`src/rtl/dmem_arbiter_pkg.sv`:
```
// Shared types and helpers for the round-robin data-memory arbiter.
// The state encoding is fixed so that waveforms and dumps stay comparable across revisions.
package dmem_arbiter_pkg;

  localparam int DefNumCores = 4;
  localparam int DefWidth    = 12;
  localparam int DefDepth    = 1024;

  typedef enum logic [1:0] {
    ST_IDLE   = 2'd0,
    ST_ACCESS = 2'd1,
    ST_RDWAIT = 2'd2,
    ST_DONE   = 2'd3
  } arbState_e;

  // Increment an index and wrap it back to zero at the modulus.
  function automatic int wrapInc(input int idx, input int modulus);
    return (idx + 1 >= modulus) ? 0 : idx + 1;
  endfunction

endpackage

```
`src/rtl/dmem_arbiter_if.sv`:
```
// Core-side bus of the data-memory arbiter: flattened per-core requests in, shared ack/rdata out.
// The cores drive through the master modport; the arbiter sits on the slave modport.
interface dmem_arbiter_if #(
  parameter int NUM_CORES  = 4,
  parameter int WIDTH      = 12,
  parameter int ADDR_WIDTH = 10
);

  logic [NUM_CORES-1:0]            req;
  logic [NUM_CORES-1:0]            writeEn;
  logic [NUM_CORES*ADDR_WIDTH-1:0] addr;
  logic [NUM_CORES*WIDTH-1:0]      wdata;
  logic [NUM_CORES-1:0]            coreDone;
  logic [NUM_CORES-1:0]            ack;
  logic [WIDTH-1:0]                rdata;

  modport master (
    output req, writeEn, addr, wdata, coreDone,
    input  ack, rdata
  );

  modport slave (
    input  req, writeEn, addr, wdata, coreDone,
    output ack, rdata
  );

endinterface

```
`src/rtl/dmem_arbiter_rr_picker.sv`:
```
// Combinational round-robin picker: returns the first requester found scanning up from ptr,
// wrapping modulo NUM_CORES.
module rr_picker
  import dmem_arbiter_pkg::*;
#(
  parameter int NUM_CORES = 4,
  parameter int SEL_WIDTH = $clog2(NUM_CORES)
) (
  input  logic [NUM_CORES-1:0] req_i,
  input  logic [SEL_WIDTH-1:0] ptr_i,
  output logic                 grantValid_o,
  output logic [SEL_WIDTH-1:0] grantIdx_o
);

  // Walk from the farthest offset back toward ptr so the nearest requester is written last.
  always_comb begin
    int idx;
    grantValid_o = 1'b0;
    grantIdx_o   = '0;
    idx          = 0;
    for (int k = NUM_CORES - 1; k >= 0; k--) begin
      idx = int'(ptr_i) + k;
      if (idx >= NUM_CORES) begin
        idx = idx - NUM_CORES;
      end
      if (req_i[SEL_WIDTH'(idx)]) begin
        grantValid_o = 1'b1;
        grantIdx_o   = SEL_WIDTH'(idx);
      end
    end
  end

endmodule

```
`src/rtl/dmem_arbiter.sv`:
```
// Round-robin arbiter serialising NUM_CORES cores onto one single-port data memory,
// sequencing its 1-cycle write / 2-cycle read timing and returning a one-cycle ack.
module dmem_arbiter
  import dmem_arbiter_pkg::*;
#(
  parameter int NUM_CORES  = DefNumCores,
  parameter int WIDTH      = DefWidth,
  parameter int DEPTH      = DefDepth,
  parameter int ADDR_WIDTH = $clog2(DEPTH),
  parameter int SEL_WIDTH  = $clog2(NUM_CORES)
) (
  input  logic                  clock,
  input  logic                  reset,
  dmem_arbiter_if.slave         bus,
  output logic                  mem_writeEn,
  output logic [ADDR_WIDTH-1:0] mem_address,
  output logic [WIDTH-1:0]      mem_dataIn,
  input  logic [WIDTH-1:0]      mem_dataOut,
  output logic                  processDone
);

  arbState_e stateQ, stateD;

  logic [SEL_WIDTH-1:0]  ptrQ, ptrD;
  logic [SEL_WIDTH-1:0]  selQ, selD;
  logic [NUM_CORES-1:0]  ackQ, ackD;
  logic [WIDTH-1:0]      rdataQ, rdataD;
  logic                  memWeQ, memWeD;
  logic [ADDR_WIDTH-1:0] memAddrQ, memAddrD;
  logic [WIDTH-1:0]      memDataQ, memDataD;
  logic                  procDoneQ;

  logic                  grantValid;
  logic [SEL_WIDTH-1:0]  grantIdx;
  logic                  grantWrite;
  logic [ADDR_WIDTH-1:0] grantAddr;
  logic [WIDTH-1:0]      grantData;

  rr_picker #(
    .NUM_CORES (NUM_CORES),
    .SEL_WIDTH (SEL_WIDTH)
  ) picker (
    .req_i        (bus.req),
    .ptr_i        (ptrQ),
    .grantValid_o (grantValid),
    .grantIdx_o   (grantIdx)
  );

  // Select the winning core's slice out of the flattened request buses.
  always_comb begin
    grantWrite = 1'b0;
    grantAddr  = '0;
    grantData  = '0;
    for (int i = 0; i < NUM_CORES; i++) begin
      if (grantIdx == SEL_WIDTH'(i)) begin
        grantWrite = bus.writeEn[i];
        grantAddr  = bus.addr[i*ADDR_WIDTH +: ADDR_WIDTH];
        grantData  = bus.wdata[i*WIDTH +: WIDTH];
      end
    end
  end

  // Everything the winner needs is captured at grant, so a core dropping req afterwards
  // cannot disturb its own access.
  always_comb begin
    stateD   = stateQ;
    ptrD     = ptrQ;
    selD     = selQ;
    ackD     = ackQ;
    rdataD   = rdataQ;
    memWeD   = memWeQ;
    memAddrD = memAddrQ;
    memDataD = memDataQ;
    unique case (stateQ)
      ST_IDLE: begin
        if (grantValid) begin
          selD     = grantIdx;
          memAddrD = grantAddr;
          memDataD = grantData;
          memWeD   = grantWrite;
          stateD   = ST_ACCESS;
        end
      end
      ST_ACCESS: begin
        memWeD = 1'b0;
        if (memWeQ) begin
          ackD   = NUM_CORES'(1) << selQ;
          stateD = ST_DONE;
        end else begin
          stateD = ST_RDWAIT;
        end
      end
      ST_RDWAIT: begin
        rdataD = mem_dataOut;
        ackD   = NUM_CORES'(1) << selQ;
        stateD = ST_DONE;
      end
      ST_DONE: begin
        ackD   = '0;
        ptrD   = SEL_WIDTH'(wrapInc(int'(selQ), NUM_CORES));
        stateD = ST_IDLE;
      end
      default: begin
        stateD = ST_IDLE;
      end
    endcase
  end

  always_ff @(posedge clock) begin
    if (reset) begin
      stateQ    <= ST_IDLE;
      ptrQ      <= '0;
      selQ      <= '0;
      ackQ      <= '0;
      rdataQ    <= '0;
      memWeQ    <= 1'b0;
      memAddrQ  <= '0;
      memDataQ  <= '0;
      procDoneQ <= 1'b0;
    end else begin
      stateQ    <= stateD;
      ptrQ      <= ptrD;
      selQ      <= selD;
      ackQ      <= ackD;
      rdataQ    <= rdataD;
      memWeQ    <= memWeD;
      memAddrQ  <= memAddrD;
      memDataQ  <= memDataD;
      procDoneQ <= &bus.coreDone;
    end
  end

  assign bus.ack     = ackQ;
  assign bus.rdata   = rdataQ;
  assign mem_writeEn = memWeQ;
  assign mem_address = memAddrQ;
  assign mem_dataIn  = memDataQ;
  assign processDone = procDoneQ;

endmodule
```
`src/flat_wrapper.sv`:
```
// flat-port wrapper written by rule: the top's interface ports become plain ports
module dmem_arbiter_flat import dmem_arbiter_pkg::*;
#(
  parameter int NUM_CORES  = DefNumCores,
  parameter int WIDTH      = DefWidth,
  parameter int DEPTH      = DefDepth,
  parameter int ADDR_WIDTH = $clog2(DEPTH),
  parameter int SEL_WIDTH  = $clog2(NUM_CORES)
)
  (clock, reset, mem_writeEn, mem_address, mem_dataIn, mem_dataOut, processDone, bus_req, bus_writeEn, bus_addr, bus_wdata, bus_coreDone, bus_ack, bus_rdata);
  dmem_arbiter_if #(.NUM_CORES(NUM_CORES), .WIDTH(WIDTH), .ADDR_WIDTH(ADDR_WIDTH)) bus_i ();
  input  logic clock;
  input  logic reset;
  output logic mem_writeEn;
  output logic [ADDR_WIDTH-1:0] mem_address;
  output logic [WIDTH-1:0] mem_dataIn;
  input  logic [WIDTH-1:0] mem_dataOut;
  output logic processDone;
  input wire logic [$bits(bus_i.req)-1:0] bus_req;
  input wire logic [$bits(bus_i.writeEn)-1:0] bus_writeEn;
  input wire logic [$bits(bus_i.addr)-1:0] bus_addr;
  input wire logic [$bits(bus_i.wdata)-1:0] bus_wdata;
  input wire logic [$bits(bus_i.coreDone)-1:0] bus_coreDone;
  output wire logic [$bits(bus_i.ack)-1:0] bus_ack;
  output wire logic [$bits(bus_i.rdata)-1:0] bus_rdata;
  assign bus_i.req = bus_req;
  assign bus_i.writeEn = bus_writeEn;
  assign bus_i.addr = bus_addr;
  assign bus_i.wdata = bus_wdata;
  assign bus_i.coreDone = bus_coreDone;
  assign bus_ack = bus_i.ack;
  assign bus_rdata = bus_i.rdata;
  dmem_arbiter #(.NUM_CORES(NUM_CORES), .WIDTH(WIDTH), .DEPTH(DEPTH), .ADDR_WIDTH(ADDR_WIDTH), .SEL_WIDTH(SEL_WIDTH)) u_core (.clock(clock), .reset(reset), .bus(bus_i), .mem_writeEn(mem_writeEn), .mem_address(mem_address), .mem_dataIn(mem_dataIn), .mem_dataOut(mem_dataOut), .processDone(processDone));
endmodule
```
`config.mk`:
```
export PLATFORM = sky130hd
export DESIGN_NAME = dmem_arbiter_flat
export DESIGN_NICKNAME = d
export VERILOG_FILES = /design/src/rtl/dmem_arbiter_pkg.sv /design/src/rtl/dmem_arbiter_if.sv /design/src/rtl/dmem_arbiter_rr_picker.sv /design/src/rtl/dmem_arbiter.sv /design/src/flat_wrapper.sv
export SDC_FILE = /design/constraint.sdc
export NUM_CORES = 1
export LEC_CHECK = 0
export BUFFER_PORTS_ARGS = -buffer_cell sky130_fd_sc_hd__buf_2
export CORE_MARGIN = 5
export CORE_UTILIZATION = 32
export DETAILED_ROUTE_END_ITERATION = 6
export GPL_ROUTABILITY_DRIVEN = 0
export PLACE_DENSITY = 0.59
export SETUP_SLACK_MARGIN = 0.15
export SYNTH_ARGS = -nofsm -noshare
export SYNTH_HDL_FRONTEND = slang
export SYNTH_SLANG_ARGS = --single-unit
export TNS_END_PERCENT = 50
```
`constraint.sdc`:
```
create_clock -name clock -period 4.25 [get_ports clock]
set_input_delay 0.2125 -clock clock [delete_from_list [all_inputs] [get_ports clock]]
set_output_delay 0.2125 -clock clock [all_outputs]
set_load 0.02 [all_outputs]
```
==> out/metrics.cfg, run 1 <==
[outcome]
outcome = finished clean

[cts]
clkLatencyLatePin_ps = 290
clkSlewWorstSetupHoldPaths_ps = 90
cts.htree.levels = 2
root_buffer = clkbuf_8
cts_tree = built
cts_resized = 0
cts.path.max_buffers = 2
numCtsBuffers = 5
cts_setup_buffers = 0
holdBufCountCts = 0
cts.sinks = 46

[routing]
finalWirelength_um = 8270
drtAntennaViolNets = 0
firstDrtPassIters = 4
drc = 0
vias = 2652
drtIter0Drc = 117
vias_per_cell = 4.98
routedWlPerCell_um = 15.5

[setup_path]
endpoint = u_core.mem_dataIn[10]$_SDFFE_PP0P_
endpoint_kind = flop
crit_fanout = 18
startpoint = u_core.stateQ[1]$_SDFFE_PP0P_
critPathRequiredTime_ps = 4480
r2r-end = u_core.mem_dataIn[10]$_SDFFE_PP0P_
ff2ff_path_depth = 6
start_kind = flop
r2r-start = u_core.stateQ[1]$_SDFFE_PP0P_
path_class = flop to flop
rrSetupSlack_ps = 2290
arrival_ps = 2180

[placed_design]
port_buffers = 153
post-dp-hpwl_um = 6360
dpl.cell_count = 524

[sta]
period_share_pct = 46.0
rsz0062_at_grt = no
timing.final.crit_period_ps = 1960
skew_ps = 5.05
worst_hold_slack_ps = 146
setup_violations = 0
report.final.slew_viol_count = 0
slew-limit-headroom_pct = 36.4
final-hold-violation-count = 0
worst_pin_slew_ps = 950
setup_tns_ps = 0
max_freq_ghz = 0.511

[min_path]
min_path_type = input pin to flop

[final_layout]
fillers = 828
layout-drive-gt1-share_pct = 47.5
diodes = 0
multi_input_area_sq_um = 1550
final_cells = 532
area_delta_synth_final_pct = 34.9
final-seq-area_sq_um = 921
fin_nets = 548

[power_and_ir_drop]
ir_drop_uv = 177
p_leak_nw = 1.62
power_density_nw_per_um2 = 518

[global_route]
antenna_found_initial = 0
grt_pass1_wl_um = 12500
grt_max_degree = 32
grt-ovfl-total = 0
grt_usage_pct = 15.3
grt_pass1_vias = 2603

[yosys]
yosysWarnings = 0
syn_area_sq_um = 2610
synth_seq_cells = 46
ys_types = 42
synth.net_count = 404
syn_inst = 282
syn_avg_cell_area_sq_um = 9.26
ys_seq_area_share_pct = 35.2

[floorplan]
die_x_um = 100
initial_core_util_pct = 32.3
fp.dieH_um = 100
fp-row-count = 33
die_area_sq_um = 10100
coreArea_sq_um = 8090
boundaryPins = 154

[flow_run]
max-cap-violations = 0

## Yosys cell counts, drive strengths merged
cell type / count / share of area [%]
a211oi: 21 / 9.7
a21oi: 14 / 2.7
a221o: 1 / 0.43
a221oi: 4 / 1.3
and2: 1 / 0.24
and3: 19 / 4.5
buf: 16 / 4.2
clkbuf: 2 / 0.29
dfxtp: 46 / 35
ha: 8 / 3.8
inv: 9 / 1.3
mux2i: 18 / 6.9
nand2: 28 / 4.6
nand2b: 6 / 1.4
nand3: 1 / 0.19
nand3b: 4 / 1.1
nand4: 1 / 0.24
nor2: 21 / 3.7
nor2b: 2 / 0.57
nor3: 1 / 0.19
nor4: 1 / 0.48
o211a: 1 / 0.38
o211ai: 1 / 0.48
o21a: 1 / 0.29
o21ai: 22 / 5.7
o21bai: 4 / 1.1
o221ai: 19 / 6.4
o22ai: 4 / 0.96
or2: 5 / 1.2
or3: 1 / 0.24
## cell usage in the layout (no fill, tap or decap), types with 5 or more instances in the layout
master | synthesis | layout
buf_2 | 6 | 153
dfxtp_1 | 46 | 46
nand2_1 | 27 | 27
o221ai_1 | 19 | 19
and3_1 | 19 | 19
nor2_1 | 18 | 18
mux2i_1 | 18 | 18
a211oi_2 | 19 | 18
a21oi_1 | 14 | 14
o21ai_1 | 10 | 10
o21ai_2 | 10 | 10
inv_1 | 9 | 9
ha_1 | 8 | 8
nand2b_1 | 6 | 6
clkbuf_8 | 0 | 5
## where the power goes
group	switching [mW]	leakage (nW)	internal, mW
sequential	0.0769	0.378	0.563
clock	0.147	0.0514	0.176
combinational	0.524	1.19	0.339
total	0.748	1.62	1.08
## worst max-delay path: stages, from the launching register on
cell and delay (ps):
dfxtp_1 350, inv_1 110, ha_1 280, nand2b_1 250, nor2_4 460, o221ai_1 260
o21ai_2 180
## cell families after synthesis
kind of cell	synth area share (%)
AND/OR/NAND/NOR	18.8
buffers and inverters	5.80
adder cells (fa/ha/maj)	3.83
multiplexers	6.90
flip-flops	35.2
AO/OA/AOI/OAI	29.4
## flip-flops by register name, indices dropped and copies added (netlist names)
| register | count |
|---|---|
| u_core.bus.rdata | 12 |
| u_core.ptrQ | 2 |
| u_core.stateQ | 2 |
| u_core.processDone | 1 |
| u_core.mem_dataIn | 12 |
| u_core.selQ | 2 |
| u_core.mem_address | 10 |
| u_core.bus.ack | 4 |
| u_core.mem_writeEn | 1 |
## how the worst min path moves through the flow
| stage | to | cells after the start | slack (ps) | from |
|---|---|---|---|---|
| after floorplan | u_core.processDone$_SDFF_PP0_ | 2 | 340 | bus_coreDone[1] |
| after global placement | u_core.mem_dataIn[9]$_SDFFE_PP0P_ | 2 | 430 | u_core.mem_dataIn[9]$_SDFFE_PP0P_ |
| after detailed placement | u_core.mem_dataIn[10]$_SDFFE_PP0P_ | 2 | 440 | u_core.mem_dataIn[10]$_SDFFE_PP0P_ |
| after CTS | u_core.processDone$_SDFF_PP0_ | 3 | 140 | bus_coreDone[1] |
| after global routing | u_core.processDone$_SDFF_PP0_ | 3 | 160 | bus_coreDone[1] |
| final | u_core.processDone$_SDFF_PP0_ | 3 | 150 | bus_coreDone[1] |
## cell type report
| class | count | share of cell area, % |
|---|---|---|
| Clock buffer | 6 | 2.06 |
| Tap cell | 105 | 3.73 |
| Clock inverter | 2 | 1.06 |
| Timing Repair Buffer | 155 | 22.2 |
| Multi-Input combinational cell | 209 | 43.9 |
| Inverter | 9 | 0.958 |
| Sequential cell | 46 | 26.1 |
## per-stage QoR
stage | util [%] | area (sq um) | total power, mW | setup slack, ps
after floorplan | - | 2610 | 1.26 | 2720
after global placement | 42.2 | 3410 | 1.51 | 2380
after detailed placement | 42.2 | 3410 | 1.52 | 2320
after CTS | 43.6 | 3520 | 1.85 | 2290
after global routing | 43.6 | 3520 | 1.95 | 2130
final | 43.6 | 3520 | 1.82 | 2290
## metal layers
| metal | wire length, um | global-route usage [%] | vias up |
|---|---|---|---|
| li1 | - | - | 1326 |
| met1 | 3430 | 19.3 | 1199 |
| met2 | 3970 | 26.5 | 119 |
| met3 | 758 | 3.20 | 8 |
| met4 | 106 | 4.25 | 0 |
| met5 | 0 | 0 | - |
Power figures use the tool's default switching activity.
==> inputs of run 2 (changes only) <==
==> constraint.sdc (replaced) <==
create_clock -name clock -period 1.8 [get_ports clock]
set_input_delay 0.09 -clock clock [delete_from_list [all_inputs] [get_ports clock]]
set_output_delay 0.09 -clock clock [all_outputs]
set_load 0.02 [all_outputs]
==> out/metrics.cfg, run 2 (synthesis gave the netlist of run 1 again) <==
[outcome]
outcome = finished clean

[cts]
cts.path.max_buffers = 2  ; unchanged
clkSlewWorstSetupHoldPaths_ps = 90  ; about the same
root_buffer = clkbuf_8
cts_tree = built
numCtsBuffers = 5  ; unchanged
cts.htree.levels = 2  ; unchanged
clkLatencyLatePin_ps = 290  ; about the same
cts.sinks = 46  ; unchanged

[sta]
report.final.slew_viol_count = 0  ; unchanged
timing.final.crit_period_ps = 1560  ; -393 ps
setup_violations = 0  ; unchanged
final-hold-violation-count = 0  ; unchanged
slew-limit-headroom_pct = 60.2  ; +24 points
period_share_pct = 86.8  ; +41 points
skew_ps = 5.52  ; +0.470 ps
worst_hold_slack_ps = 20.4  ; -125 ps
worst_pin_slew_ps = 596  ; -354 ps
setup_tns_ps = 0  ; unchanged
rsz0062_at_grt = no
max_freq_ghz = 0.640  ; +25%

[global_route]
grt_pass1_wl_um = 12900  ; +2.5%
grt_usage_pct = 15.9  ; +0.61 points
grt_pass1_vias = 2627  ; +0.92%
grt-ovfl-total = 0  ; unchanged
grt_max_degree = 32  ; unchanged
antenna_found_initial = 0  ; unchanged

[setup_path]
path_class = flop to flop
critPathRequiredTime_ps = 1990  ; -2490 ps
start_kind = flop
endpoint_kind = flop
ff2ff_path_depth = 6  ; unchanged
arrival_ps = 1760  ; -420 ps
crit_fanout = 20  ; +2
rrSetupSlack_ps = 240  ; -2060 ps

[min_path]
hold_path_depth = 3  ; unchanged
min_path_type = input pin to flop

[routing]
drtIter0Drc = 87  ; -26%
vias_per_cell = 4.94  ; -0.92%
routedWlPerCell_um = 15.1  ; -2.8%
firstDrtPassIters = 4  ; unchanged
drtAntennaViolNets = 0  ; unchanged
finalWirelength_um = 8180  ; -1.0%
drc = 0  ; unchanged
vias = 2677  ; +0.94%

[floorplan]
fp.dieH_um = 100  ; unchanged
boundaryPins = 154  ; unchanged
coreArea_sq_um = 8090  ; unchanged
initial_core_util_pct = 32.3  ; unchanged
fp-row-count = 33  ; unchanged
die_area_sq_um = 10100  ; unchanged
die_x_um = 100  ; unchanged

[power_and_ir_drop]
ir_drop_uv = 538  ; +200%
power_density_nw_per_um2 = 1200  ; +130%
total_power_mw = 4.35  ; +140%
p_leak_nw = 1.67  ; +3.3%

[placed_design]
port_buffers = 153  ; unchanged
post-dp-hpwl_um = 6390  ; +0.46%
dpl-instance-area_sq_um = 3490  ; +2.1%

[final_layout]
utilization_pct = 44.8  ; +1.3 points
fin_nets = 558  ; +1.8%
diodes = 0  ; unchanged
final_common_cell = buf_2
area_delta_synth_final_pct = 38.9
final_area_sq_um = 3630  ; +2.9%
final_cell_mix = buf_2 (153), dfxtp_1 (45), nand2_1 (27)
layout-drive-gt1-share_pct = 49.7  ; +2.1 points

[flow_run]
max-cap-violations = 0  ; unchanged

run 2: power by group:
part	total [mW]	switching (mW)	internal, mW	leakage [nW]
Sequential	1.50	0.174	1.33	0.379
Clock	0.633	0.358	0.275	0.0452
Combinational	2.21	1.27	0.945	1.25
run 2: what timing repair did:
action | CTS | global route
resized for setup | 2 | 6
setup endpoints to repair | 23 | 35
hold buffers | 0 | 0
pin swaps | 1 | 1
setup buffers | 1 | 1
cloned | 0 | 0
run 2: area by class of cell:
cell class                 count  area (sq um)
tap                          105           131
sequential                    46           925
clock buffer                   6          72.6
timing repair buffer         165           885
multi-input combinational    209          1570
fill                         860          4460
clock inverter                 2          13.8
inverter                       9          33.8
run 2: metrics by stage:
step,setup WS (ps),cells
2_1_floorplan,273,282
3_3_place_gp,149,532
3_5_place_dp,69.5,532
4_1_cts,157,541
5_1_grt,157,542
6_report,238,542
run 2: worst paths after layout:
check,to,start
hold / removal,u_core.processDone$_SDFF_PP0_,bus_coreDone[1]
setup / recovery,u_core.mem_address[4]$_SDFFE_PP0P_,u_core.ptrQ[1]$_SDFFE_PP0N_
hold reg to reg,u_core.mem_dataIn[11]$_SDFFE_PP0P_,u_core.mem_dataIn[11]$_SDFFE_PP0P_
setup reg to reg,u_core.mem_address[4]$_SDFFE_PP0P_,u_core.ptrQ[1]$_SDFFE_PP0N_
run 2: per-layer routing:
metal | global-route usage, % | wire, um | up-vias
met5 | 0 | 0 | -
met4 | 4.46 | 95 | 0
met3 | 2.92 | 666 | 7
met2 | 27.1 | 3940 | 107
met1 | 20.6 | 3480 | 1208
li1 | - | - | 1355
run 2: critical path, cell delays in order (launching register included):
cell and delay [ps]:
dfxtp_4 390, nand2_1 70, a221o_2 340, buf_4 210, and3_1 190, a211oi_2 200, o21ai_2 60
==> inputs of run 3 (changes only) <==
--- a/config.mk
+++ b/config.mk
@@ -10,7 +10,7 @@
 export CORE_UTILIZATION = 32
 export DETAILED_ROUTE_END_ITERATION = 6
 export GPL_ROUTABILITY_DRIVEN = 0
-export PLACE_DENSITY = 0.59
+export PLACE_DENSITY = 0.66
 export SETUP_SLACK_MARGIN = 0.15
 export SYNTH_ARGS = -nofsm -noshare
 export SYNTH_HDL_FRONTEND = slang
==> constraint.sdc (replaced) <==
create_clock -name clock -period 1.8 [get_ports clock]
set_input_delay 0.18 -clock clock [delete_from_list [all_inputs] [get_ports clock]]
set_output_delay 0.18 -clock clock [all_outputs]
set_load 0.02 [all_outputs]
==> out/metrics.cfg, run 3 (synthesis gave the netlist of run 1 again) <==
[setup_path]
crit_chain = nand2_2 -> a221o_4 -> and2_2 -> mux2i_1 -> o22ai_1
path_class = flop to flop
arrival_ps = 1780  ; +20 ps
critical-path-slowest-cell = a221o_4
rrSetupSlack_ps = 220  ; -20 ps
start_kind = flop
cpPeakStageDelay_ps = 460  ; +70 ps
critPathRequiredTime_ps = 2000  ; about the same
crit_fanout = 8  ; -60%
endpoint_kind = flop

[routing]
drtAntennaViolNets = 0  ; unchanged
routedWlPerCell_um = 15.6  ; +3.3%
vias_per_cell = 5.02  ; +1.6%
finalWirelength_um = 8490  ; +3.7%
firstDrtPassIters = 5  ; +1
vias = 2731  ; +2.0%
drc = 0  ; unchanged
drtIter0Drc = 111  ; +28%

[floorplan]
fp-row-count = 33  ; unchanged
coreArea_sq_um = 8090  ; unchanged
fp.dieH_um = 100  ; unchanged
die_x_um = 100  ; unchanged
die_area_sq_um = 10100  ; unchanged
boundaryPins = 154  ; unchanged
initial_core_util_pct = 32.3  ; unchanged

[final_layout]
final_cell_mix = buf_2 (153), dfxtp_1 (45), nand2_1 (26)
diodes = 0  ; unchanged
final_area_sq_um = 3680  ; +1.3%
fin_nets = 560  ; +0.36%
layout-drive-gt1-share_pct = 50.6  ; +0.91 points
area_delta_synth_final_pct = 40.7
final_cells = 544  ; +0.37%
final_common_cell = buf_2

[cts]
cts_tree = built
clkSlewWorstSetupHoldPaths_ps = 100  ; about the same
cts.sinks = 46  ; unchanged
root_buffer = clkbuf_8
cts.htree.levels = 2  ; unchanged
clkLatencyLatePin_ps = 300  ; about the same
numCtsBuffers = 5  ; unchanged
cts.path.max_buffers = 2  ; unchanged

[global_route]
grt_pass1_vias = 2658  ; +1.2%
grt_max_degree = 32  ; unchanged
antenna_found_initial = 0  ; unchanged
grt-ovfl-total = 0  ; unchanged
grt_usage_pct = 15.7  ; -0.27 points
grt_pass1_wl_um = 12700  ; -1.2%

[sta]
final-hold-violation-count = 0  ; unchanged
max_freq_ghz = 0.632  ; -1.3%
timing.final.crit_period_ps = 1580  ; +20.6 ps
setup_tns_ps = 0  ; unchanged
report.final.slew_viol_count = 0  ; unchanged
setup_violations = 0  ; unchanged
rsz0062_at_grt = yes
worst_hold_slack_ps = 111  ; +90.3 ps
period_share_pct = 87.9  ; +1.1 points
worst_pin_slew_ps = 589  ; -7.54 ps
skew_ps = 7.15  ; +1.63 ps
slew-limit-headroom_pct = 60.7  ; +0.50 points

[power_and_ir_drop]
p_leak_nw = 1.68  ; +0.55%
seqPwrFrac_pct = 34.0  ; -0.5 points
p_int_mw = 2.57  ; +0.78%
total_power_mw = 4.42  ; +1.6%
ir_drop_uv = 624  ; +16%
p_comb_share_pct = 50.8  ; about the same
clock_power_share_pct = 15.2  ; +0.6 points
power_density_nw_per_um2 = 1200  ; +0.32%
p_switching_mw = 1.85  ; +2.8%
swShare_pct = 41.9  ; +0.49 points

[flow_run]
max-cap-violations = 0  ; unchanged

[placed_design]
dpl-instance-area_sq_um = 3510  ; +0.57%
dpl.cell_count = 533  ; +0.19%
port_buffers = 153  ; unchanged
post-dp-hpwl_um = 6260  ; -1.9%

[min_path]
min_path_type = input pin to flop

[outcome]
outcome = finished clean

run 3: per-stage QoR:
step           util (%)  worst slack (ps)
3_3_place_gp       43.3              34.7
2_1_floorplan         -               273
4_1_cts            44.9               155
3_5_place_dp       43.3             -46.6
6_report           45.4               217
5_1_grt            45.4              95.0
run 3: layer usage:
metal | GRT usage, % | up-vias | wire, um
met1 | 19.3 | 1254 | 3650
met2 | 27.9 | 111 | 4110
met5 | 0 | - | 0
met3 | 3.06 | 9 | 635
met4 | 3.73 | 0 | 90
li1 | - | 1357 | -
run 3: timing repair:
action / CTS / global route
endpoints found under the setup margin: 23 / 20
pin swaps: 1 / 1
hold buffers: 0 / 0
gates cloned: 0 / 2
resized for setup: 2 / 7
setup buffers: 1 / 0
run 3: worst paths after layout:
kind | start | endpoint | depth (start not counted)
worst max-delay path | u_core.ptrQ[1]$_SDFFE_PP0N_ | u_core.mem_dataIn[0]$_SDFFE_PP0P_ | 5
worst min register to register | u_core.mem_dataIn[6]$_SDFFE_PP0P_ | u_core.mem_dataIn[6]$_SDFFE_PP0P_ | 2
worst min-delay path | bus_coreDone[1] | u_core.processDone$_SDFF_PP0_ | 3
worst max register to register | u_core.ptrQ[1]$_SDFFE_PP0N_ | u_core.mem_dataIn[0]$_SDFFE_PP0P_ | 5
run 3: area by class of cell:
type                    instances  area [sq um]
repair buffers                165           893
inverters                       9          33.8
clock inverters                 3          25.0
multi-input cells             211          1600
flip-flops and latches         46           925
fillers                       835          4420
clock buffers                   5          68.8
well taps                     105           131
run 3: critical path, delay by kind of cell, from the launching register on:
kind	cells	cell delay [ps]
simple gates	2	350
compound gates	2	560
flops	1	390
mux	1	180
run 3: power by group through the flow:
| stage | clock [mW] | combinational (mW) | sequential [mW] |
|---|---|---|---|
| after floorplan | 0 | 1.11 | 1.86 |
| after global placement | 0 | 2.14 | 1.52 |
| after detailed placement | 0 | 2.17 | 1.52 |
| after CTS | 0.700 | 2.21 | 1.50 |
| after global routing | 0.738 | 2.44 | 1.55 |
| final | 0.671 | 2.25 | 1.50 |
